===== config.mk =====
export PLATFORM = sky130hd
export DESIGN_NAME = btb_param
export DESIGN_NICKNAME = d
export VERILOG_FILES = /design/src/rtl/btb_pkg.sv /design/src/rtl/btb_sat_counter.sv /design/src/rtl/btb_param.sv
export SDC_FILE = /design/constraint.sdc
export NUM_CORES = 2
export LEC_CHECK = 0
export ABC_CLOCK_PERIOD_IN_PS = 52500
export CORE_ASPECT_RATIO = 1.4
export CORE_MARGIN = 2
export CORE_UTILIZATION = 64
export CTS_BUF_LIST = sky130_fd_sc_hd__clkbuf_8
export CTS_CLUSTER_DIAMETER = 40
export DETAILED_ROUTE_END_ITERATION = 12
export GPL_ROUTABILITY_DRIVEN = 0
export PLACE_DENSITY = 0.85
export SETUP_SLACK_MARGIN = 0.02
export SYNTH_ARGS = -nofsm -noshare
export SYNTH_HDL_FRONTEND = slang
export SYNTH_SLANG_ARGS = --single-unit
export TNS_END_PERCENT = 5

===== constraint.sdc =====
create_clock -name CLK -period 52.5 [get_ports CLK]
set_input_delay 10.5 -clock CLK [delete_from_list [all_inputs] [get_ports CLK]]
set_output_delay 10.5 -clock CLK [all_outputs]
set_load 0.01 [all_outputs]

===== src/rtl/btb_pkg.sv =====
// Shared types and helpers for the branch target buffer.
// Direction counter encoding and its saturating update rule live here so the
// entry storage and the write-path counter agree on one definition.
package btb_pkg;

    typedef enum logic [1:0] {
        STRONG_NOT_TAKEN = 2'b00,
        WEAK_NOT_TAKEN   = 2'b01,
        WEAK_TAKEN       = 2'b10,
        STRONG_TAKEN     = 2'b11
    } btb_state_t;

    // Instructions are word aligned; pc[1:0] never participates in lookup.
    localparam int unsigned BTB_WORD_ALIGN = 2;

    // One step of the 2-bit saturating direction predictor.
    function automatic btb_state_t sat_update(btb_state_t s, logic taken);
        btb_state_t r;
        r = s;
        unique case (s)
            STRONG_NOT_TAKEN: r = taken ? WEAK_NOT_TAKEN : STRONG_NOT_TAKEN;
            WEAK_NOT_TAKEN:   r = taken ? WEAK_TAKEN     : STRONG_NOT_TAKEN;
            WEAK_TAKEN:       r = taken ? STRONG_TAKEN   : WEAK_NOT_TAKEN;
            STRONG_TAKEN:     r = taken ? STRONG_TAKEN   : WEAK_TAKEN;
            default:          r = s;
        endcase
        return r;
    endfunction

endpackage


===== src/rtl/btb_sat_counter.sv =====
// 2-bit saturating direction counter step with enable; holds when disabled.
// Used once on the BTB write path to compute the updated entry counter.
module btb_sat_counter
    import btb_pkg::*;
(
    input  btb_state_t i_state,
    input  logic       i_en,
    input  logic       i_taken,
    output btb_state_t o_state
);

    // Next counter value: step toward the resolved direction when enabled.
    always_comb begin
        o_state = i_state;
        if (i_en) begin
            o_state = sat_update(i_state, i_taken);
        end
    end

endmodule


===== src/rtl/btb_param.sv =====
// Parametrised direct-mapped branch target buffer.
// Combinational fetch lookup, registered resolve-time write port, synchronous
// flush of valid bits. Optional statistics counters: define BTB_STATS_EN.
module btb_param
    import btb_pkg::*;
#(
    parameter int unsigned ENTRIES    = 16,
    parameter logic [1:0]  INIT_STATE = 2'b10
)
(
    input  logic        CLK,
    input  logic        RST,
    input  logic        flush,
    input  logic [31:0] pc,
    output logic        hit,
    output logic        taken,
    output logic [31:0] target,
    input  logic        wen,
    input  logic [31:0] pc_w,
    input  logic [31:0] target_w,
    input  logic        taken_w
`ifdef BTB_STATS_EN
    ,
    output logic [31:0] upd_cnt,
    output logic [31:0] upd_hit_cnt,
    output logic [31:0] mispred_cnt
`endif
);

    localparam int unsigned IDX_W = $clog2(ENTRIES);
    localparam int unsigned TAG_W = 32 - IDX_W - BTB_WORD_ALIGN;

    typedef struct packed {
        logic             valid;
        logic [TAG_W-1:0] tag;
        btb_state_t       ctr;
        logic [31:0]      tgt;
    } entry_t;

    entry_t r_mem [ENTRIES];

    logic [IDX_W-1:0] w_ridx;
    logic [TAG_W-1:0] w_rtag;
    entry_t           w_rent;
    logic             w_rhit;

    logic [IDX_W-1:0] w_widx;
    logic [TAG_W-1:0] w_wtag;
    entry_t           w_went;
    logic             w_whit;
    btb_state_t       w_wctr_next;

    logic             w_unused_pc_lsbs;

    assign w_ridx = pc[IDX_W+BTB_WORD_ALIGN-1 -: IDX_W];
    assign w_rtag = pc[31 -: TAG_W];
    assign w_rent = r_mem[w_ridx];

    assign w_widx = pc_w[IDX_W+BTB_WORD_ALIGN-1 -: IDX_W];
    assign w_wtag = pc_w[31 -: TAG_W];
    assign w_went = r_mem[w_widx];
    assign w_whit = w_went.valid && (w_went.tag == w_wtag);

    assign w_unused_pc_lsbs = &{1'b0, pc[1:0], pc_w[1:0]};

    // Fetch lookup; RST gating keeps an undriven pc from reaching the outputs.
    always_comb begin
        w_rhit = !RST && w_rent.valid && (w_rent.tag == w_rtag);
        hit    = w_rhit;
        taken  = w_rhit && w_rent.ctr[1];
        target = w_rhit ? w_rent.tgt : '0;
    end

    btb_sat_counter u_wctr (
        .i_state (w_went.ctr),
        .i_en    (w_whit),
        .i_taken (taken_w),
        .o_state (w_wctr_next)
    );

    // Entry storage: reset, flush (drops any write), tag-hit update or allocate.
    always_ff @(posedge CLK or posedge RST) begin
        if (RST) begin
            for (int unsigned i = 0; i < ENTRIES; i++) begin
                r_mem[i] <= '{valid: 1'b0, tag: '0, ctr: WEAK_NOT_TAKEN, tgt: '0};
            end
        end else if (flush) begin
            for (int unsigned i = 0; i < ENTRIES; i++) begin
                r_mem[i].valid <= 1'b0;
            end
        end else if (wen) begin
            if (w_whit) begin
                r_mem[w_widx].ctr <= w_wctr_next;
                if (taken_w) begin
                    r_mem[w_widx].tgt <= target_w;
                end
            end else if (taken_w) begin
                r_mem[w_widx] <= '{valid: 1'b1, tag: w_wtag,
                                   ctr: btb_state_t'(INIT_STATE), tgt: target_w};
            end
        end
    end

`ifdef BTB_STATS_EN
    logic [31:0] r_upd_cnt;
    logic [31:0] r_upd_hit_cnt;
    logic [31:0] r_mispred_cnt;
    logic        w_accept;
    logic        w_mispred;

    assign w_accept  = wen && !flush;
    assign w_mispred = w_whit ? (w_went.ctr[1] != taken_w) : taken_w;

    // Saturating update statistics; only RST clears them.
    always_ff @(posedge CLK or posedge RST) begin
        if (RST) begin
            r_upd_cnt     <= '0;
            r_upd_hit_cnt <= '0;
            r_mispred_cnt <= '0;
        end else if (w_accept) begin
            if (r_upd_cnt != '1) begin
                r_upd_cnt <= r_upd_cnt + 32'd1;
            end
            if (w_whit && (r_upd_hit_cnt != '1)) begin
                r_upd_hit_cnt <= r_upd_hit_cnt + 32'd1;
            end
            if (w_mispred && (r_mispred_cnt != '1)) begin
                r_mispred_cnt <= r_mispred_cnt + 32'd1;
            end
        end
    end

    assign upd_cnt     = r_upd_cnt;
    assign upd_hit_cnt = r_upd_hit_cnt;
    assign mispred_cnt = r_mispred_cnt;
`endif

endmodule


==> results.ini <==
[grt]
grt_pass1_wl_um = 193000
grt_util_met1_pct = 41.7
grt_overflow = 0
grt_max_degree = 223
grtUsageMet3_pct = 6.44
grt.busiest_layer = met2
grt_use_total_pct = 32.9
antenna_found_initial = 9
met2_usage_pct = 54.2
grt_pass1_vias = 32100

[drt]
drt_first_pass_iters = 8
routed_wl_um = 125000
avgRoutedWirePerCell_um = 29.7
drtIter0Drc = 2387
drc = 0
viasPerCell = 6.94
ant_nets = 0
vias = 29200

[timing]
finalHoldViolations = 0
fmax_mhz = 37.2
grt_setup_unrepaired = false
period_share_pct = 51.1
final-setup-viol-count = 0
maxSlewHeadroom_pct = 20.3
post-route-min-period_ns = 26.85
slew_viol_final = 0
finalWorstSetupSlack_ns = 25.65
clock-skew-final_ns = 0.0330
fin_tns_setup_ns = 0
worstMarginPinSlew_ns = 1.20

[worst_setup_path]
critPathKind = in2out
startpoint_type = input pin
crit_fanout = 96
critPathArrivalTime_ns = 16.35
end_kind = output pin
cp.required_ns = 42.00
crit-reg2reg-launch = r_mem[349]
cp-startpoint = pc[2]

[finish]
layout-drive-gt1-share_pct = 51.5
top_register = r_mem
seq_area_um2 = 24400
final_common_cell = dfrtp_1
fill_cells = 4617
finish.instance_area_um2 = 53500
final_nets = 3214
biggestRegsByFlops = r_mem x976
largest_reg_flops = 976
multi_input_area_um2 = 23000
layout_common_cells = 960 x dfrtp_1, 894 x mux2_2, 393 x mux4_2, 193 x clkbuf_8, 122 x clkdlybuf4s50_1
fin_cells = 4205
synthToLayoutAreaGrowth_pct = 9.67

[die]
dieArea_um2 = 78500
ios = 135
dieWidth_um = 237
placementRows = 119
dieHeight_um = 331
coreArea_um2 = 75300
start_util_pct = 64.8

[place]
place_worst_setup_slack_ns = 25.50
port_buffers = 130
placed_area_um2 = 50400
dp_cells = 3930
hpwl_um = 71600

[clocking]
cts_buffers = 149
cts_hold_buf = 0
clk_pin_slew_ns = 0.06
cts.sinks = 976
clock_latency_ns = 0.84
cts_tree = yes
cts_resized = 0
htree_levels = 4
cts_root_buf = clkbuf_8
cts_setup_buffers = 0
cts_buffer_depth = 3

[pwr]
power-per-cell-area_nw_per_um2 = 34.4
p_leak_nw = 24.2
ir_drop_mv = 0.0317

[synth]
ys.flop_type = dfrtp_1
synth-edff-count = 0
ys_seq_area_share_pct = 50.1
synth_nets = 3175
synth-seq-cells = 976
syn_inst = 3074
netlist_area_um2 = 48800
yosysUniqueCellTypes = 56
avgSynthCellArea_um2 = 15.9
ys.warnings.count = 0
async_flop_share_pct = 100

[worst_hold_path]
min_from = r_mem[88]
hold_path_class = reg2reg

[status]
outcome = complete, no violations

[job]
cap_violations = 0

==> path summary, 6_finish.rpt <==
check                      cells after the start  slack, ns          to
max                                           11      25.65   target[1]
min                                            1       0.50   r_mem[88]
max reg2reg                                    8      47.53  r_mem[218]
min reg2reg                                    1       0.50   r_mem[88]
max in group asynchronous                      5      39.06  r_mem[345]
min in group asynchronous                      2      10.15  r_mem[342]
==> worst max-delay path, cell delays in order <==
cell             delay (ns)
buf_8                  0.70
buf_4                  0.79
buf_4                  0.94
mux4_2                 0.61
mux4_2                 0.49
xnor2_1                0.30
nand4_1                0.32
nor4_2                 0.30
buf_4                  0.48
and3_1                 0.25
clkdlybuf4s50_1        0.56
==> where the power goes <==
part	switching, W	internal, W
Sequential	0.0000632	0.000850
Combinational	0.000119	0.000172
Clock	0.000299	0.000340
Total	0.000481	0.00136
==> Yosys cell counts, drive strengths merged (22+ instances only) <==
library cell	count	share of area, %
dfrtp	960	49
nor2	33	0.25
a22oi	22	0.35
xnor2	40	0.72
inv	23	0.18
and3	35	0.45
nand2	51	0.74
clkbuf	176	1.4
mux2i	82	1.7
mux4	393	18
buf	118	1.6
mux2	933	22
a21oi	35	0.36
==> cells by family after synthesis <==
| logic type | Yosys count | synth area share (%) |
|---|---|---|
| AND/OR/NAND/NOR | 187 | 2.29 |
| multiplexers | 1408 | 41.6 |
| AO/OA/AOI/OAI | 126 | 1.76 |
| XOR/XNOR | 58 | 1.04 |
| buffers and inverters | 317 | 3.12 |
| flip-flops | 976 | 50.1 |
| adder cells (fa/ha/maj) | 2 | 0.0410 |
==> layout make-up <==
| cell class | count | share of cell area (%) |
|---|---|---|
| flip-flops and latches | 976 | 45.7 |
| diodes | 9 | 0.0421 |
| multi-input cells | 1781 | 42.9 |
| inverters | 23 | 0.175 |
| clock buffers | 193 | 4.96 |
| well taps | 968 | 2.26 |
| clock inverters | 73 | 0.744 |
| repair buffers | 182 | 3.21 |
==> per-stage QoR <==
stage | util (%) | hold WS [ns] | power [W]
after floorplan | - | 0.461 | 0.00113
after global placement | 66.9 | 0.475 | 0.00119
after detailed placement | 66.9 | 0.488 | 0.00121
after CTS | 71.0 | 0.501 | 0.00185
after global routing | 71.0 | 0.510 | 0.00192
final | 71.0 | 0.499 | 0.00184
==> routing by layer <==
layer / vias to the layer above / wire (µm) / part of all wire (%)
met5: - / 13 / 0.010
met4: 2 / 6680 / 5.3
met3: 405 / 9000 / 7.2
met2: 1352 / 62600 / 50
met1: 15600 / 46700 / 37
li1: 11800 / - / -
(Power assumes the default switching activity.)
